**config.mk**
```make
export PLATFORM = sky130hd
export DESIGN_NAME = wb_periph16_flat
export DESIGN_NICKNAME = d
export VERILOG_FILES = /design/src/rtl/wb_periph16_if.sv /design/src/rtl/wb_periph16.sv /design/src/flat_wrapper.sv
export SDC_FILE = /design/constraint.sdc
export NUM_CORES = 1
export LEC_CHECK = 0
export CORE_MARGIN = 3
export CORE_UTILIZATION = 50
export CTS_CLUSTER_DIAMETER = 60
export DETAILED_ROUTE_END_ITERATION = 10
export GPL_TIMING_DRIVEN = 0
export PLACE_DENSITY = 0.77
export SYNTH_ARGS = -nofsm -noshare
export SYNTH_HDL_FRONTEND = slang
export SYNTH_SLANG_ARGS = --single-unit
```
**constraint.sdc**
```tcl
create_clock -name clk_i -period 1.95 [get_ports clk_i]
set_input_delay 0.585 -clock clk_i [delete_from_list [all_inputs] [get_ports clk_i]]
set_output_delay 0.585 -clock clk_i [all_outputs]
set_load 0.005 [all_outputs]
```
**src/rtl/wb_periph16_if.sv**
```systemverilog
// Wishbone classic bus bundle between the intercon slave port and wb_periph16.
interface wb_periph16_if;
  logic [15:0] wb_dat_i;
  logic [15:0] wb_dat_o;
  logic [31:0] wb_adr_i;
  logic [1:0]  wb_sel_i;
  logic        wb_we_i;
  logic        wb_cyc_i;
  logic        wb_stb_i;
  logic        wb_ack_o;

  modport master (
    output wb_dat_i, wb_adr_i, wb_sel_i, wb_we_i, wb_cyc_i, wb_stb_i,
    input  wb_dat_o, wb_ack_o
  );

  modport slave (
    input  wb_dat_i, wb_adr_i, wb_sel_i, wb_we_i, wb_cyc_i, wb_stb_i,
    output wb_dat_o, wb_ack_o
  );
endinterface

```
**src/rtl/wb_periph16.sv**
```systemverilog
// 16-bit Wishbone classic slave: LED register, seven-segment word register and a
// 32-bit timer with compare match, pending flag and level interrupt.
module wb_periph16 #(
  parameter logic [7:0]  LED_RESET = 8'h00,
  parameter logic [15:0] SEG_RESET = 16'h0000
) (
  input  logic        clk_i,
  input  logic        rst_i,
  wb_periph16_if.slave wb,
  output logic [7:0]  leds_o,
  output logic [15:0] seg_word_o,
  output logic        irq_o
);

  localparam logic [2:0] A_LED    = 3'd0;
  localparam logic [2:0] A_SEG    = 3'd1;
  localparam logic [2:0] A_TMR_LO = 3'd2;
  localparam logic [2:0] A_TMR_HI = 3'd3;
  localparam logic [2:0] A_CMP_LO = 3'd4;
  localparam logic [2:0] A_CMP_HI = 3'd5;
  localparam logic [2:0] A_CTRL   = 3'd6;
  localparam logic [2:0] A_STATUS = 3'd7;

  logic [7:0]  led_reg, led_next;
  logic [15:0] seg_reg, seg_next;
  logic [31:0] counter_reg, counter_next;
  logic [31:0] cmp_reg, cmp_next;
  logic [2:0]  ctrl_reg, ctrl_next;
  logic        pend_reg, pend_next;
  logic [15:0] shadow_reg, shadow_next;
  logic        irq_reg, irq_next;
  logic        ack_reg, ack_next;
  logic [15:0] dat_o_reg, dat_o_next;

  logic        req, wr, rd, match;
  logic [2:0]  addr;
  logic [15:0] lane_mask;
  logic [15:0] rdata;
  logic [15:0] led_merged;
  logic        unused_adr;

  assign unused_adr = ^{wb.wb_adr_i[31:4], wb.wb_adr_i[0]};

  genvar gi;
  generate
    for (gi = 0; gi < 2; gi++) begin : g_lane
      assign lane_mask[gi*8 +: 8] = {8{wb.wb_sel_i[gi]}};
    end
  endgenerate

  function automatic logic [15:0] merge16(input logic [15:0] old_v,
                                          input logic [15:0] new_v,
                                          input logic [15:0] mask);
    return (old_v & ~mask) | (new_v & mask);
  endfunction

  // ack itself masks the request so a held strobe gets a wait state between acks
  assign req   = wb.wb_cyc_i & wb.wb_stb_i & ~ack_reg;
  assign wr    = req & wb.wb_we_i;
  assign rd    = req & ~wb.wb_we_i;
  assign addr  = wb.wb_adr_i[3:1];
  assign match = ctrl_reg[0] && (counter_reg == cmp_reg);
  assign led_merged = merge16({8'h00, led_reg}, wb.wb_dat_i, lane_mask);

  always_comb begin
    rdata = 16'h0000;
    case (addr)
      A_LED:    rdata = {8'h00, led_reg};
      A_SEG:    rdata = seg_reg;
      A_TMR_LO: rdata = counter_reg[15:0];
      A_TMR_HI: rdata = shadow_reg;
      A_CMP_LO: rdata = cmp_reg[15:0];
      A_CMP_HI: rdata = cmp_reg[31:16];
      A_CTRL:   rdata = {13'h0000, ctrl_reg};
      A_STATUS: rdata = {15'h0000, pend_reg};
      default:  rdata = 16'h0000;
    endcase
  end

  always_comb begin
    led_next     = led_reg;
    seg_next     = seg_reg;
    counter_next = counter_reg;
    cmp_next     = cmp_reg;
    ctrl_next    = ctrl_reg;
    pend_next    = pend_reg;
    shadow_next  = shadow_reg;

    if (wr) begin
      case (addr)
        A_LED:    led_next = led_merged[7:0];
        A_SEG:    seg_next = merge16(seg_reg, wb.wb_dat_i, lane_mask);
        A_CMP_LO: cmp_next[15:0]  = merge16(cmp_reg[15:0], wb.wb_dat_i, lane_mask);
        A_CMP_HI: cmp_next[31:16] = merge16(cmp_reg[31:16], wb.wb_dat_i, lane_mask);
        A_CTRL:   if (wb.wb_sel_i[0]) ctrl_next = wb.wb_dat_i[2:0];
        default:  ;
      endcase
    end

    if (rd && addr == A_TMR_LO) begin
      shadow_next = counter_reg[31:16];
    end

    // A bus load takes over the counter for this cycle: no count, no match
    if (wr && addr == A_TMR_LO) begin
      counter_next[15:0] = merge16(counter_reg[15:0], wb.wb_dat_i, lane_mask);
    end else if (wr && addr == A_TMR_HI) begin
      counter_next[31:16] = merge16(counter_reg[31:16], wb.wb_dat_i, lane_mask);
    end else if (match) begin
      counter_next = ctrl_reg[2] ? 32'h0000_0000 : counter_reg + 32'd1;
    end else if (ctrl_reg[0]) begin
      counter_next = counter_reg + 32'd1;
    end

    // Set beats clear when a match lands on the same edge as a W1C
    if (wr && addr == A_STATUS && wb.wb_sel_i[0] && wb.wb_dat_i[0]) begin
      pend_next = 1'b0;
    end
    if (match && !(wr && (addr == A_TMR_LO || addr == A_TMR_HI))) begin
      pend_next = 1'b1;
    end
  end

  assign ack_next   = req;
  assign dat_o_next = req ? rdata : 16'h0000;
  assign irq_next   = pend_reg & ctrl_reg[1];

  always_ff @(posedge clk_i or negedge rst_i) begin
    if (!rst_i) begin
      led_reg     <= LED_RESET;
      seg_reg     <= SEG_RESET;
      counter_reg <= 32'h0000_0000;
      cmp_reg     <= 32'hFFFF_FFFF;
      ctrl_reg    <= 3'b000;
      pend_reg    <= 1'b0;
      shadow_reg  <= 16'h0000;
      irq_reg     <= 1'b0;
      ack_reg     <= 1'b0;
      dat_o_reg   <= 16'h0000;
    end else begin
      led_reg     <= led_next;
      seg_reg     <= seg_next;
      counter_reg <= counter_next;
      cmp_reg     <= cmp_next;
      ctrl_reg    <= ctrl_next;
      pend_reg    <= pend_next;
      shadow_reg  <= shadow_next;
      irq_reg     <= irq_next;
      ack_reg     <= ack_next;
      dat_o_reg   <= dat_o_next;
    end
  end

  assign wb.wb_ack_o = ack_reg;
  assign wb.wb_dat_o = dat_o_reg;
  assign leds_o      = led_reg;
  assign seg_word_o  = seg_reg;
  assign irq_o       = irq_reg;

endmodule

```
**src/flat_wrapper.sv**
```systemverilog
// flat-port wrapper written by rule: the top's interface ports become plain ports
module wb_periph16_flat 
#(
  parameter logic [7:0]  LED_RESET = 8'h00,
  parameter logic [15:0] SEG_RESET = 16'h0000
)
  (clk_i, rst_i, leds_o, seg_word_o, irq_o, wb_wb_dat_i, wb_wb_adr_i, wb_wb_sel_i, wb_wb_we_i, wb_wb_cyc_i, wb_wb_stb_i, wb_wb_dat_o, wb_wb_ack_o);
  wb_periph16_if wb_i ();
  input  logic clk_i;
  input  logic rst_i;
  output logic [7:0] leds_o;
  output logic [15:0] seg_word_o;
  output logic irq_o;
  input wire logic [$bits(wb_i.wb_dat_i)-1:0] wb_wb_dat_i;
  input wire logic [$bits(wb_i.wb_adr_i)-1:0] wb_wb_adr_i;
  input wire logic [$bits(wb_i.wb_sel_i)-1:0] wb_wb_sel_i;
  input wire logic [$bits(wb_i.wb_we_i)-1:0] wb_wb_we_i;
  input wire logic [$bits(wb_i.wb_cyc_i)-1:0] wb_wb_cyc_i;
  input wire logic [$bits(wb_i.wb_stb_i)-1:0] wb_wb_stb_i;
  output wire logic [$bits(wb_i.wb_dat_o)-1:0] wb_wb_dat_o;
  output wire logic [$bits(wb_i.wb_ack_o)-1:0] wb_wb_ack_o;
  assign wb_i.wb_dat_i = wb_wb_dat_i;
  assign wb_i.wb_adr_i = wb_wb_adr_i;
  assign wb_i.wb_sel_i = wb_wb_sel_i;
  assign wb_i.wb_we_i = wb_wb_we_i;
  assign wb_i.wb_cyc_i = wb_wb_cyc_i;
  assign wb_i.wb_stb_i = wb_wb_stb_i;
  assign wb_wb_dat_o = wb_i.wb_dat_o;
  assign wb_wb_ack_o = wb_i.wb_ack_o;
  wb_periph16 #(.LED_RESET(LED_RESET), .SEG_RESET(SEG_RESET)) u_core (.clk_i(clk_i), .rst_i(rst_i), .wb(wb_i), .leds_o(leds_o), .seg_word_o(seg_word_o), .irq_o(irq_o));
endmodule
```
==> impl_metrics.env <==
export IMPL_outcome="finished, violations left"
export IMPL_violations="negative setup slack"
export IMPL_p_per_area_nw_per_um2=931
export IMPL_r2r_setup_slack_ns=-0.21
export IMPL_synth_seq_cells=126
export IMPL_drv_cap=0
export IMPL_antenna_found_initial=0
export IMPL_seq_area_frac_synth_pct=46.8
export IMPL_ant_nets=0
export IMPL_multi_input_area_um2=3780
export IMPL_cts_tree="built"
export IMPL_hp_class="primary input to async pin"
export IMPL_routed_via_density=6.65
export IMPL_fin_cells=968
export IMPL_placedCellCount=887
export IMPL_drtIter0Drc=940
export IMPL_skew_ns=0.00621
export IMPL_first_global_vias=6292
export IMPL_drcViolationCount=0
export IMPL_synth_ff_type="dfrtp_1"
export IMPL_async_flop_share_pct=100
export IMPL_die_x_um=123
export IMPL_syn_area_per_cell_um2=10.6
export IMPL_drt_pre_antenna_iters=6
export IMPL_syn_inst=645
export IMPL_path_clk_slew_ns=0.06
export IMPL_placed_cell_area_um2=7740
export IMPL_critPathBufInv=2
export IMPL_grt_ovfl_total=0
export IMPL_max_slew_margin_pct=54.0
export IMPL_wl_mm=23.9
export IMPL_nNetsFinal=835
export IMPL_synth_cell_types=58
export IMPL_fill_cells=922
export IMPL_cp_start_kind="register"
export IMPL_fin_crit_ns=2.16
export IMPL_cp_slowest_cell="dfstp_2"
export IMPL_yosys_warnings=0
export IMPL_ios=97
export IMPL_syn_num_nets=701
export IMPL_leakagePower_nw=4.01
export IMPL_max_freq_mhz=462
export IMPL_cp_required_ns=2.24
export IMPL_drive_gt1_share_pct=40.5
export IMPL_grt_max_degree=86
export IMPL_portBuffers=65
export IMPL_tightest_slew_ns=0.687
export IMPL_wl_per_cell_um=24.7
export IMPL_diodes=0
export IMPL_start_util_pct=51.3
export IMPL_fin_ws_ns=-0.213
export IMPL_grt_use_total_pct=31.4
export IMPL_final_util_pct=69.9
export IMPL_grt_pass1_wl_mm=35.4
export IMPL_num_vias=6440
export IMPL_htreeDepth=4
export IMPL_netlist_area_um2=6820
export IMPL_finalHoldViolations=0
export IMPL_regArea_um2=3200
export IMPL_tns_ns=-5.01
export IMPL_path_delay_family="simple AND/OR/NAND/NOR gates"
export IMPL_max_stage_delay_ns=0.59
export IMPL_gp_congestion=0.937
export IMPL_hold_buffers=0
export IMPL_dp_hpwl_mm=14.7
export IMPL_crit_fanout=5
export IMPL_critPathKind="register to register"
export IMPL_die_height_um=123
export IMPL_finalMaxSlewViolations=0
export IMPL_final_cell_area_um2=9290
export IMPL_clock_sinks=126
export IMPL_worst_r2r_path_depth=8
export IMPL_rsz0062_at_grt="true"
export IMPL_critical_path_endpoint_type="register"
export IMPL_post_place_ws_ns=-1.15
export IMPL_die_area_um2=15100
export IMPL_syn2layout_area_growth_pct=36.3
export IMPL_clk_latency_ns=0.43
export IMPL_crit_arrival_ns=2.45
export IMPL_core_area_um2=13300
export IMPL_cts_inserted_buffers=17
export IMPL_clock_path_buffers=2
export IMPL_cpMostUsedCell="nand4_1"
export IMPL_cts_root_buf="clkbuf_16"
export IMPL_vdd_drop_max_mv=0.671
export IMPL_setup_viol=32
export IMPL_synth_edff_count=0
export IMPL_fin_crit_sh_pct=111
export IMPL_rows=42
export IMPL_crit_chain="xnor2_4 > nand4_1 > nor4_4 > buf_4 > nand4_4 > buf_6 > nand4_1 > o311ai_1"
logic make-up (layout without fill, tap and decap cells):
family | count (synthesis) | after routing | share of synthesized area [%]
AND/OR/NAND/NOR | 208 | 210 | 16.4
adder cells (fa/ha/maj) | 1 | 1 | 0.183
multiplexers | 90 | 90 | 15.3
flip-flops | 126 | 126 | 46.8
buffers and inverters | 48 | 193 | 3.62
XOR/XNOR | 33 | 33 | 4.24
AO/OA/AOI/OAI | 139 | 139 | 13.4
what timing repair did:
item	in CTS	in global routing
gates resized for setup	101	49
setup buffers	26	23
setup endpoints to repair	124	65
cloned	5	1
pin swaps	24	14
Yosys cell counts, types with 3 or more instances:
| cell type | n | area share [%] |
|---|---|---|
| inv_1 | 5 | 0.28 |
| or3_1 | 3 | 0.28 |
| mux2_2 | 74 | 12 |
| clkbuf_1 | 15 | 0.83 |
| a22o_1 | 5 | 0.64 |
| o211ai_1 | 4 | 0.44 |
| o311ai_1 | 4 | 0.51 |
| dfrtp_1 | 94 | 35 |
| a22oi_1 | 39 | 4.3 |
| buf_4 | 3 | 0.33 |
| a221oi_1 | 4 | 0.51 |
| a21oi_1 | 29 | 2.1 |
| o21ai_0 | 29 | 2.1 |
| xnor2_1 | 33 | 4.2 |
| nor2_1 | 35 | 1.9 |
| nor3_1 | 7 | 0.51 |
| o311ai_0 | 4 | 0.51 |
| and2_1 | 5 | 0.46 |
| mux2i_1 | 6 | 0.88 |
| nor4_1 | 9 | 0.83 |
| nand2_1 | 56 | 3.1 |
| mux2_4 | 10 | 2.2 |
| and4_1 | 3 | 0.39 |
| nand3_1 | 21 | 1.5 |
| nor2_2 | 3 | 0.28 |
| nor3_2 | 3 | 0.44 |
| nand2b_1 | 4 | 0.37 |
| dfstp_2 | 32 | 12 |
| o21ai_1 | 4 | 0.29 |
| nand4_1 | 28 | 2.6 |
| and3_1 | 15 | 1.4 |
| a31oi_1 | 5 | 0.46 |
| buf_2 | 19 | 1.4 |
stage by stage:
step	total power, mW	hold WS (ns)
after CTS	8.35	0.0880
after detailed placement	4.71	0.490
after floorplan	4.10	0.289
final	8.65	0.0731
after global routing	8.92	0.0993
after global placement	4.65	0.488
metal layers:
metal  share of wire [%]  track usage (%)  vias to the layer above
li1                    -                -                     2672
met1                  37             39.9                     3109
met2                  46             48.5                      509
met3                  10             7.88                      150
met4                 7.2             18.8                        0
met5                   0                0                        -
where the power goes:
| group | switching (mW) | internal (mW) | total [mW] |
|---|---|---|---|
| combinational | 0.914 | 0.938 | 1.85 |
| clock | 1.21 | 2.30 | 3.51 |
| sequential | 0.295 | 2.99 | 3.29 |
| total | 2.42 | 6.23 | 8.65 |
worst max-delay path by stage:
stage                              start                                end  slack (ns)  cells after the start
after global routing            register                           register       -0.25                      9
after floorplan           wb_wb_adr_i[3]  u_core.shadow_reg[10]$_DFFE_PN0P_       -0.13                      6
after detailed placement      wb_wb_we_i                           register       -1.15                      8
after CTS                       register                           register       -0.09                      8
final                           register                           register       -0.21                      8
after global placement             rst_i                          async pin       -4.49                      1
cells in the final DEF, fill, tap and decap left out, drive strengths merged, types with 6 or more instances in the layout:
master         count
clkdlybuf4s50     60
xnor2             33
dfstp             32
o21ai             33
o311ai             8
dfrtp             94
a21oi             29
nor4              12
buf               81
nor2              39
mux2              84
a22oi             39
inv                7
nand3             22
nand2             57
mux2i              6
and3              15
nand4             31
nor3              10
clkbuf            29
worst reg2reg max path, stage by stage, from the launching register on:
cell	delay [ns]
dfstp_2	0.59
xnor2_4	0.14
nand4_1	0.20
nor4_4	0.33
buf_4	0.21
nand4_4	0.16
buf_6	0.19
nand4_1	0.08
o311ai_1	0.12
layout make-up:
class	instances	share of cell area [%]
Timing Repair Buffer	119	12.1
Clock buffer	18	4.73
Inverter	6	0.269
Multi-Input combinational cell	473	40.7
Buffer	36	3.07
Sequential cell	126	34.5
Clock inverter	14	2.32
Tap cell	176	2.37
No activity file was read; power rests on OpenSTA's default activity.
